**config.mk**
```make
export PLATFORM = sky130hd
export DESIGN_NAME = clock_divider_multi
export DESIGN_NICKNAME = d
export VERILOG_FILES = /design/src/rtl/clkdiv_pkg.sv /design/src/rtl/clkdiv_channel.sv /design/src/rtl/clock_divider_multi.sv
export SDC_FILE = /design/constraint.sdc
export NUM_CORES = 1
export LEC_CHECK = 0
export ABC_AREA = 1
export CAP_MARGIN = 20
export CORE_MARGIN = 3
export CORE_UTILIZATION = 30
export DETAILED_ROUTE_END_ITERATION = 10
export DONT_BUFFER_PORTS = 1
export PLACE_DENSITY = 0.42
export SLEW_MARGIN = 20
export SYNTH_ARGS = -nofsm -noshare
export SYNTH_HDL_FRONTEND = slang
export SYNTH_SLANG_ARGS = --single-unit
```
**constraint.sdc**
```tcl
create_clock -name clk -period 4.51 [get_ports clk]
set_clock_uncertainty 0.1 [all_clocks]
set_input_delay 0.902 -clock clk [delete_from_list [all_inputs] [get_ports clk]]
set_output_delay 0.902 -clock clk [all_outputs]
set_load 0.01 [all_outputs]
```
**src/rtl/clkdiv_pkg.sv**
```systemverilog
// Shared constants and helpers for the multi-channel clock divider.
package clkdiv_pkg;

  localparam int MIN_DIV       = 2;
  localparam int DEFAULT_DIV_W = 8;

  // Length of the high phase: ceil(max(d, MIN_DIV) / 2).
  function automatic logic [31:0] high_len(input logic [31:0] d);
    logic [31:0] d_eff;
    d_eff = (d < 32'(MIN_DIV)) ? 32'(MIN_DIV) : d;
    return (d_eff + 32'd1) >> 1;
  endfunction

endpackage

```
**src/rtl/clkdiv_channel.sv**
```systemverilog
// One divider channel: period counter, active/pending divisor and registered outputs.
// Pending divisors load only at a period boundary so a running output never sees a runt pulse.
module clkdiv_channel
  import clkdiv_pkg::*;
#(
  parameter int DIV_W       = DEFAULT_DIV_W,
  parameter int DEFAULT_DIV = 2
) (
  input  logic             clk,
  input  logic             i_rst_n,
  input  logic             i_en,
  input  logic             i_sync,
  input  logic             i_wr,
  input  logic [DIV_W-1:0] i_wr_val,
  output logic             o_pending,
  output logic             o_clk_out,
  output logic             o_tick
);

  logic [DIV_W-1:0] r_div;
  logic [DIV_W-1:0] r_cnt;
  logic [DIV_W-1:0] r_pend_val;
  logic             r_pend;
  logic             r_run;
  logic             r_clk_out;
  logic             r_tick;

  logic [DIV_W-1:0] w_div_eff;
  logic [DIV_W-1:0] w_div_next;
  logic [DIV_W-1:0] w_cnt_next;
  logic             w_wrap;
  logic             w_boundary;
  logic             w_apply;

  assign w_div_eff  = (r_div < DIV_W'(MIN_DIV)) ? DIV_W'(MIN_DIV) : r_div;
  assign w_wrap     = (r_cnt == w_div_eff - DIV_W'(1));
  // A fresh enable, a sync pulse or a wrap all start a new period at cnt=0.
  assign w_boundary = i_sync | ~r_run | w_wrap;
  assign w_apply    = r_pend & (~i_en | w_boundary);
  assign w_div_next = w_apply ? r_pend_val : r_div;
  assign w_cnt_next = (~i_en | w_boundary) ? '0 : r_cnt + DIV_W'(1);

  always_ff @(posedge clk or negedge i_rst_n) begin
    if (!i_rst_n) begin
      r_div      <= DIV_W'(DEFAULT_DIV);
      r_cnt      <= '0;
      r_pend_val <= '0;
      r_pend     <= 1'b0;
      r_run      <= 1'b0;
      r_clk_out  <= 1'b0;
      r_tick     <= 1'b0;
    end else begin
      r_run     <= i_en;
      r_cnt     <= w_cnt_next;
      r_div     <= w_div_next;
      r_tick    <= i_en & w_boundary;
      r_clk_out <= i_en & (32'(w_cnt_next) < high_len(32'(w_div_next)));
      // Writes are only qualified while no value is pending, so capture and apply never coincide.
      if (i_wr) begin
        r_pend     <= 1'b1;
        r_pend_val <= i_wr_val;
      end else if (w_apply) begin
        r_pend <= 1'b0;
      end
    end
  end

  assign o_pending = r_pend;
  assign o_clk_out = r_clk_out;
  assign o_tick    = r_tick;

endmodule

```
**src/rtl/clock_divider_multi.sv**
```systemverilog
// NUM_CH runtime-programmable clock dividers sharing one divisor write port.
// Optional macro CLKDIV_SYNC_EN adds a sync input that phase-aligns all enabled channels.
module clock_divider_multi
  import clkdiv_pkg::*;
#(
  parameter  int NUM_CH      = 2,
  parameter  int DIV_W       = DEFAULT_DIV_W,
  parameter  int DEFAULT_DIV = 2,
  localparam int CH_W        = (NUM_CH > 1) ? $clog2(NUM_CH) : 1
) (
  input  logic              clk,
  input  logic              reset,
`ifdef CLKDIV_SYNC_EN
  input  logic              sync,
`endif
  input  logic [NUM_CH-1:0] en,
  input  logic              div_wr,
  input  logic [CH_W-1:0]   div_ch,
  input  logic [DIV_W-1:0]  div_val,
  output logic              div_ready,
  output logic [NUM_CH-1:0] clk_out,
  output logic [NUM_CH-1:0] tick
);

  logic [NUM_CH-1:0] w_pending;
  logic [NUM_CH-1:0] w_wr;
  logic              w_sync;

`ifdef CLKDIV_SYNC_EN
  assign w_sync = sync;
`else
  assign w_sync = 1'b0;
`endif

  // An out-of-range channel index never matches, so it reads not-ready and writes nothing.
  always_comb begin
    div_ready = 1'b0;
    for (int i = 0; i < NUM_CH; i++) begin
      if (div_ch == CH_W'(i)) div_ready = ~w_pending[i];
    end
  end

  for (genvar gi = 0; gi < NUM_CH; gi++) begin : g_ch
    assign w_wr[gi] = div_wr & div_ready & (div_ch == CH_W'(gi));

    clkdiv_channel #(
      .DIV_W       (DIV_W),
      .DEFAULT_DIV (DEFAULT_DIV)
    ) u_ch (
      .clk       (clk),
      .i_rst_n   (reset),
      .i_en      (en[gi]),
      .i_sync    (w_sync),
      .i_wr      (w_wr[gi]),
      .i_wr_val  (div_val),
      .o_pending (w_pending[gi]),
      .o_clk_out (clk_out[gi]),
      .o_tick    (tick[gi])
    );
  end

endmodule

```
# Word-level counts from Yosys, hierarchy flattened
# Index checks and enable logic that the tools add are counted.
classes:
  n_addsub: 6
  multipliers: 0
  div_mod_pow: 0
  order_cmp: 6
  n_eq_ne: 2
  shifts: 0
  n_mux: 13
  bitwise_logic: 20
  reduce_logical: 2
op_table:
  columns: ["cell", "n"]
  rows:
  - ["32-bit by 1-bit adder with 32-bit output, second input constant", 2]
  - ["8-bit 2-to-1 mux", 8]
  - ["8-bit by 31-bit less-than comparator with 1-bit output", 2]
  - ["8-bit by 2-bit less-than comparator with 1-bit output, second input constant", 4]
  - ["8-bit by 1-bit adder with 8-bit output, second input constant", 2]
  - ["8-bit equality test", 2]
  - ["8-bit by 1-bit subtractor with 8-bit output, second input constant", 2]
  - ["1-bit bitwise AND", 9]
  - ["1-bit NOT", 7]
  - ["1-bit 2-to-1 mux", 5]
  - ["1-bit bitwise OR", 4]
  - ["2-bit nonzero test", 2]
totals:
  regBits: 56
  latchBits: 0
  ram_bits: 0
  mem_bits_ro: 0
  input_bits: 14
  output_inout_bits: 5
  n_memories: 0

# Depth between registers and ports, before layout
# Gate-level depths: netlist of the first run.
depth:
  ltp_word: 13
  depth_mapped: 34
  ltp_nobuf: 34

# Cells and area by module
# A second synthesis of the first run with hierarchy kept.
unflattened:
  hier_cells: 494
  area_unflattened_um2: 3706.1
modules_own_cells:
  columns: ["mod", "n_inst", "cells_each", "area_each_um2"]
  rows:
  - ["clkdiv_channel", 2, 242, 1831.8]
  - ["clock_divider_multi", 1, 10, 42.5]

# Least setup slack after synthesis of the first run
# OpenSTA, ideal clock, no wires.
synth_path:
  kind: "flip-flop to flip-flop"
  start: "register g_ch[1].u_ch.r_div[1]"
  end: "register g_ch[1].u_ch.r_clk_out"
  arrival_ns: 3.796
  required_time_ns: 4.333
  setup_slack_ns: 0.537
  path_stages_with_launch: 32
  synth_period_minus_slack_ns: 3.973
  path_cell_list: "dfstp_2 inv_1 nand2_1 nor2_4 nor2_2 inv_2 ha_1 or2_1 nand3_1 nand2_1 nor2_1 nand3_1 nor2_2 nand3_2 nand3_4 nand3b_1 nand2_4 nand2_1 nor2_2 nand2_2 nand2_1 ha_1 nand2_1 nor2_1 nand3_1 xor2_1 ha_1 nand2_1 nor2_1 a211oi_1 nand2_1 a21oi_1"
synth_between:
  elab_chain_cells: 13
  word_cells_on_any_way: 14
  classes_between: "add/sub (2); order compare (3); eq/ne (1); mux (4); bitwise (4)"
synth_lines:
  columns: ["element", "line", "rtl"]
  rows:
  - ["start: declaration", "clkdiv_channel.sv:20", "logic [DIV_W-1:0] r_div;"]
  - ["start signal: assignment", "clkdiv_channel.sv:45", "r_div <= DIV_W'(DEFAULT_DIV);"]
  - ["start signal: assignment", "clkdiv_channel.sv:55", "r_div <= w_div_next;"]
  - ["8-bit by 2-bit less-than comparator with 1-bit output", "clkdiv_channel.sv:35", "assign w_div_eff = (r_div < DIV_W'(MIN_DIV)) ? DIV_W'(MIN_DIV) : r_div;"]
  - ["8-bit 2-to-1 mux", "clkdiv_channel.sv:35", null]
  - ["8-bit by 1-bit subtractor with 8-bit output", "clkdiv_channel.sv:36", "assign w_wrap = (r_cnt == w_div_eff - DIV_W'(1));"]
  - ["8-bit equality test", "clkdiv_channel.sv:36", null]
  - ["1-bit bitwise OR", "clkdiv_channel.sv:38", "assign w_boundary = i_sync | ~r_run | w_wrap;"]
  - ["1-bit bitwise OR", "clkdiv_channel.sv:39, clkdiv_channel.sv:41", null]
  - ["1-bit bitwise AND", "clkdiv_channel.sv:39", "assign w_apply = r_pend & (~i_en | w_boundary);"]
  - ["8-bit 2-to-1 mux", "clkdiv_channel.sv:40", "assign w_div_next = w_apply ? r_pend_val : r_div;"]
  - ["8-bit by 2-bit less-than comparator with 1-bit output", "clkdiv_pkg.sv:10", "d_eff = (d < 32'(MIN_DIV)) ? 32'(MIN_DIV) : d;"]
  - ["8-bit 2-to-1 mux", "clkdiv_pkg.sv:10", null]
  - ["32-bit by 1-bit adder with 32-bit output", "clkdiv_pkg.sv:11", "return (d_eff + 32'd1) >> 1;"]
  - ["8-bit by 31-bit less-than comparator with 1-bit output (*)", "clkdiv_channel.sv:57", "r_clk_out <= i_en & (32'(w_cnt_next) < high_len(32'(w_div_next)));"]
  - ["1-bit bitwise AND (*)", "clkdiv_channel.sv:57", null]
  - ["end signal: assignment", "clkdiv_channel.sv:57", null]
  - ["end: declaration", "clkdiv_channel.sv:25", "logic r_clk_out;"]
# Every way passes the cells marked *; elsewhere a longest branch is shown, timed or not.
# A chain may end at the register's enable or synchronous reset.

# Worst setup path after layout of the first run
layout_path:
  start: "register g_ch[1].u_ch.r_div[5]"
  end: "register g_ch[1].u_ch.r_clk_out"
# Same word-level chain as after synthesis.

==> reports/summary.md, run 1 <==
The run finished with clean final reports. The die covers 13,200 sq um. The run gives 0.0285 ns as the worst slack at placement. Clock-pin slew was measured on the worst setup and hold paths at 0.08 ns. The placeable core region came out at 11,500 sq um. The run gives 0 as the hold violation count in the final report. The maximum number of pins on one net before global-route repair is 57, and the share of synthesized flip-flops with an asynchronous set or reset is 100%. The tools report the I/O pin total as 19. Summed over its instances, the top area cell type makes up 37.9% of the synthesized netlist area. The count of distinct cell types in the synthesized netlist was 38; the clock insertion delay at the later pin of the skew report was 0.30 ns. The via count of the first global-routing pass was 2,702. Biggest cell delay along the critical path: 0.45 ns. Detailed placement ended at an HPWL of 6640 um.

CTS saw 56 sinks. Total power divided by cell area: 420 nW/um^2. Startpoint kind of the worst setup timing path: a register.

The portion of the clock cycle consumed by the worst path in the final layout is 94.8%. The first global-routing pass estimated 14,200 um of wire. The number of max-capacitance violations reported was 0. The number of flops mapped to enable cells by yosys was 0; the leakage power summed over all cells was 2.06 nW. Measured on the finished design, the core utilization comes to 36.8%.

In this run, CTS created clock tree buffers numbering 5. The initial utilization of the core area, before any placement, comes to 31.0%. TritonCTS built the clock tree. Cell at the root of the clock tree: sky130_fd_sc_hd__clkbuf_16. The global-route total usage across every layer was 13.6%; the post-detailed-route DRC marker count was 0. sky130_fd_sc_hd__dfrtp_1 takes more of the synthesized area than any other cell. In the synthesized netlist, the number of instances is 454. The logs give 39.4% for the sequential share of the synthesized area and 4240 sq um for the final design area excluding fillers. The library cell with the highest instance count after synthesis was sky130_fd_sc_hd__nand2_1. The clock passes through at most 2 buffers. The slew at the pin with the worst max-slew slack is 0.520 ns. The count of buffers added on input and output ports is 0. The average vias per placed instance was 4.57; the number of nets with antenna violations after routing was 0.

Flip-flop cell with the highest count after synthesis: sky130_fd_sc_hd__dfrtp_1. The synthesized netlist occupies a cell area of 3570 sq um. The max-slew violation count was 0; the signal arrival time at the worst endpoint was 4.41 ns.

In the final timing run, aggregate negative setup slack is 0 ns. The tools report the post-detailed-routing wire length as 8700 um. Hold repair after CTS inserted 0 buffers. The routability congestion estimate came out at 0.808. The first routing iteration left 133 violations. The final route contains 2,854 vias. The total overflow left after global routing is 0. Horizontal die dimension: 115 um.

The per-cell routed wire length is 13.9 um, and the length of the first detailed-routing pass in iterations is 4. The count of H-tree levels built during CTS is 2, and the mean instance size in the synthesized netlist is 7.85 sq um. Setup repair after global routing could not meet its margin everywhere.

Layout cell share with drive strength beyond 1: 22.6%. The worst setup path is captured at a register. Relative to the synthesized area, the layout overhead comes to 18.8%. The logs give 3760 sq um for the placement-stage cell area and 625 for the final non-filler cell total.

The run gives 0 as the number of antenna violations at the first check in global routing. Ranked by instance count, the synthesized netlist is headed by sky130_fd_sc_hd__nand2_1 (121), sky130_fd_sc_hd__dfrtp_1 (54), sky130_fd_sc_hd__inv_1 (51). Summing internal, switching and leakage power gives 1.78 mW. Measured along the y axis, the die boundary spans 115 um.

The number of antenna diodes in the final layout is 0. In this run the worst path has a maximum fanout of 6. Setup violations remaining at the end of the flow were counted as 0.

Once placement completed, the tool counted placed cells totaling 597. The endpoint required time on the critical path came out at 4.64 ns. Setup slack closes at 0.235 ns. The worst pin sits at a relative slew slack of 65.3%. The classification of the worst-slack hold path was input port to async pin.

In the final design database the tool counted 515 nets. After floorplanning, the core was divided into 39 placement rows. Hold is met by 0.188 ns. By area the synthesized netlist is led by sky130_fd_sc_hd__dfrtp_1 (38%), sky130_fd_sc_hd__nand2_1 (13%), sky130_fd_sc_hd__ha_1 (7.0%). The worst setup path is of the register to register kind. After synthesis the netlist holds a flip-flop and latch count of 56. Derived from the worst setup path, the maximum achievable clock frequency is 0.234 GHz. During synthesis, Yosys emitted a total of 0 warnings. The tools report the worst supply voltage drop on vdd as 0.157 mV.

The run gives 488 as the total nets after synthesis. The shortest clock period the worst path allows after layout was 4.27 ns. The worst-path cell with the longest stage delay is sky130_fd_sc_hd__dfrtp_2.
sequential cells by signal, indices dropped and copies added, names as in the netlist:
register / cells
g_ch.u_ch.r_run: 2
g_ch.u_ch.o_clk_out: 2
g_ch.u_ch.o_pending: 2
g_ch.u_ch.o_tick: 2
g_ch.u_ch.r_pend_val: 16
g_ch.u_ch.r_div: 16
g_ch.u_ch.r_cnt: 16
layout by cell type (no fill, tap or decap), drive strengths merged, types with 2 or more instances in the layout:
master / n
or2: 2
clkbuf: 6
a21boi: 4
a211oi: 2
nor2: 49
nor4: 2
xnor2: 9
nor3b: 4
ha: 20
a21oi: 10
nor3: 10
nand3b: 6
buf: 30
nand2: 130
xor2: 21
dfstp: 2
inv: 60
o21ai: 28
nand3: 24
nand4: 4
dfrtp: 54
cell type report:
class                   instances  area (sq um)
well taps                     143           179
clock inverters                 2          35.0
inverters                      60           225
multi-input cells             328          2030
fillers                      1211          7280
flip-flops and latches         56          1410
repair buffers                 30           229
clock buffers                   6           129
worst paths after layout:
path	startpoint	to	slack [ns]	cells past startpoint
setup / recovery	g_ch[1].u_ch.r_div[5]$_DFF_PN0_	g_ch[1].u_ch.o_clk_out$_DFF_PN0_	0.24	31
hold / removal	reset	g_ch[1].u_ch.r_cnt[3]$_DFF_PN0_	0.19	0
setup reg to reg	g_ch[1].u_ch.r_div[5]$_DFF_PN0_	g_ch[1].u_ch.o_clk_out$_DFF_PN0_	0.24	31
hold reg to reg	g_ch[1].u_ch.r_pend_val[4]$_DFFE_PN0P_	g_ch[1].u_ch.r_pend_val[4]$_DFFE_PN0P_	0.39	2
max in group asynchronous	reset	g_ch[0].u_ch.r_div[1]$_DFF_PN1_	3.91	0
min in group clk	g_ch[1].u_ch.r_pend_val[4]$_DFFE_PN0P_	g_ch[1].u_ch.r_pend_val[4]$_DFFE_PN0P_	0.39	2
repair_timing:
item                                    in CTS  in global routing
gates resized for setup                      0                 44
hold endpoints to repair                     0                  0
buffers inserted                             0                 20
endpoints found under the setup margin       0                  2
routing by layer:
layer  share of wire (%)  global-route usage [%]  up-vias
li1                    -                       -     1490
met1                  53                    20.9     1321
met2                  44                    19.6       35
met3                 2.1                    2.11        8
met4                 1.3                    3.76        0
met5                   0                       0        -
worst max-delay path, delay by kind of cell (launching register included):
| kind | cells | cell delay, ns |
|---|---|---|
| simple gates | 24 | 2.41 |
| fa+ha+maj | 3 | 0.62 |
| flops | 1 | 0.45 |
| compound gates | 2 | 0.33 |
| xor+xnor | 1 | 0.16 |
| buf+inv | 1 | 0.14 |
power by group:
group	switching, mW	total, mW	internal (mW)
Sequential	0.0649	0.641	0.576
Clock	0.193	0.456	0.262
Combinational	0.394	0.682	0.288
cell families (layout without fill, tap and decap cells):
group	Yosys count	after routing	share of synthesized area, %
adders and majority gates	20	20	7.02
xor gates and xnor gates	30	30	7.37
DFF	56	56	39.4
AOI/OAI and AO/OA	46	46	7.75
and+or+nand+nor	232	232	30.4
buffers and inverters	70	98	8.11
(Power assumes the default switching activity.)
==> run 2, diff against run 1 <==
CTS_CLUSTER_DIAMETER = 120   (was default)
==> results of run 2 <==
Final layout, timing and power as in run 1 (identical DEF).
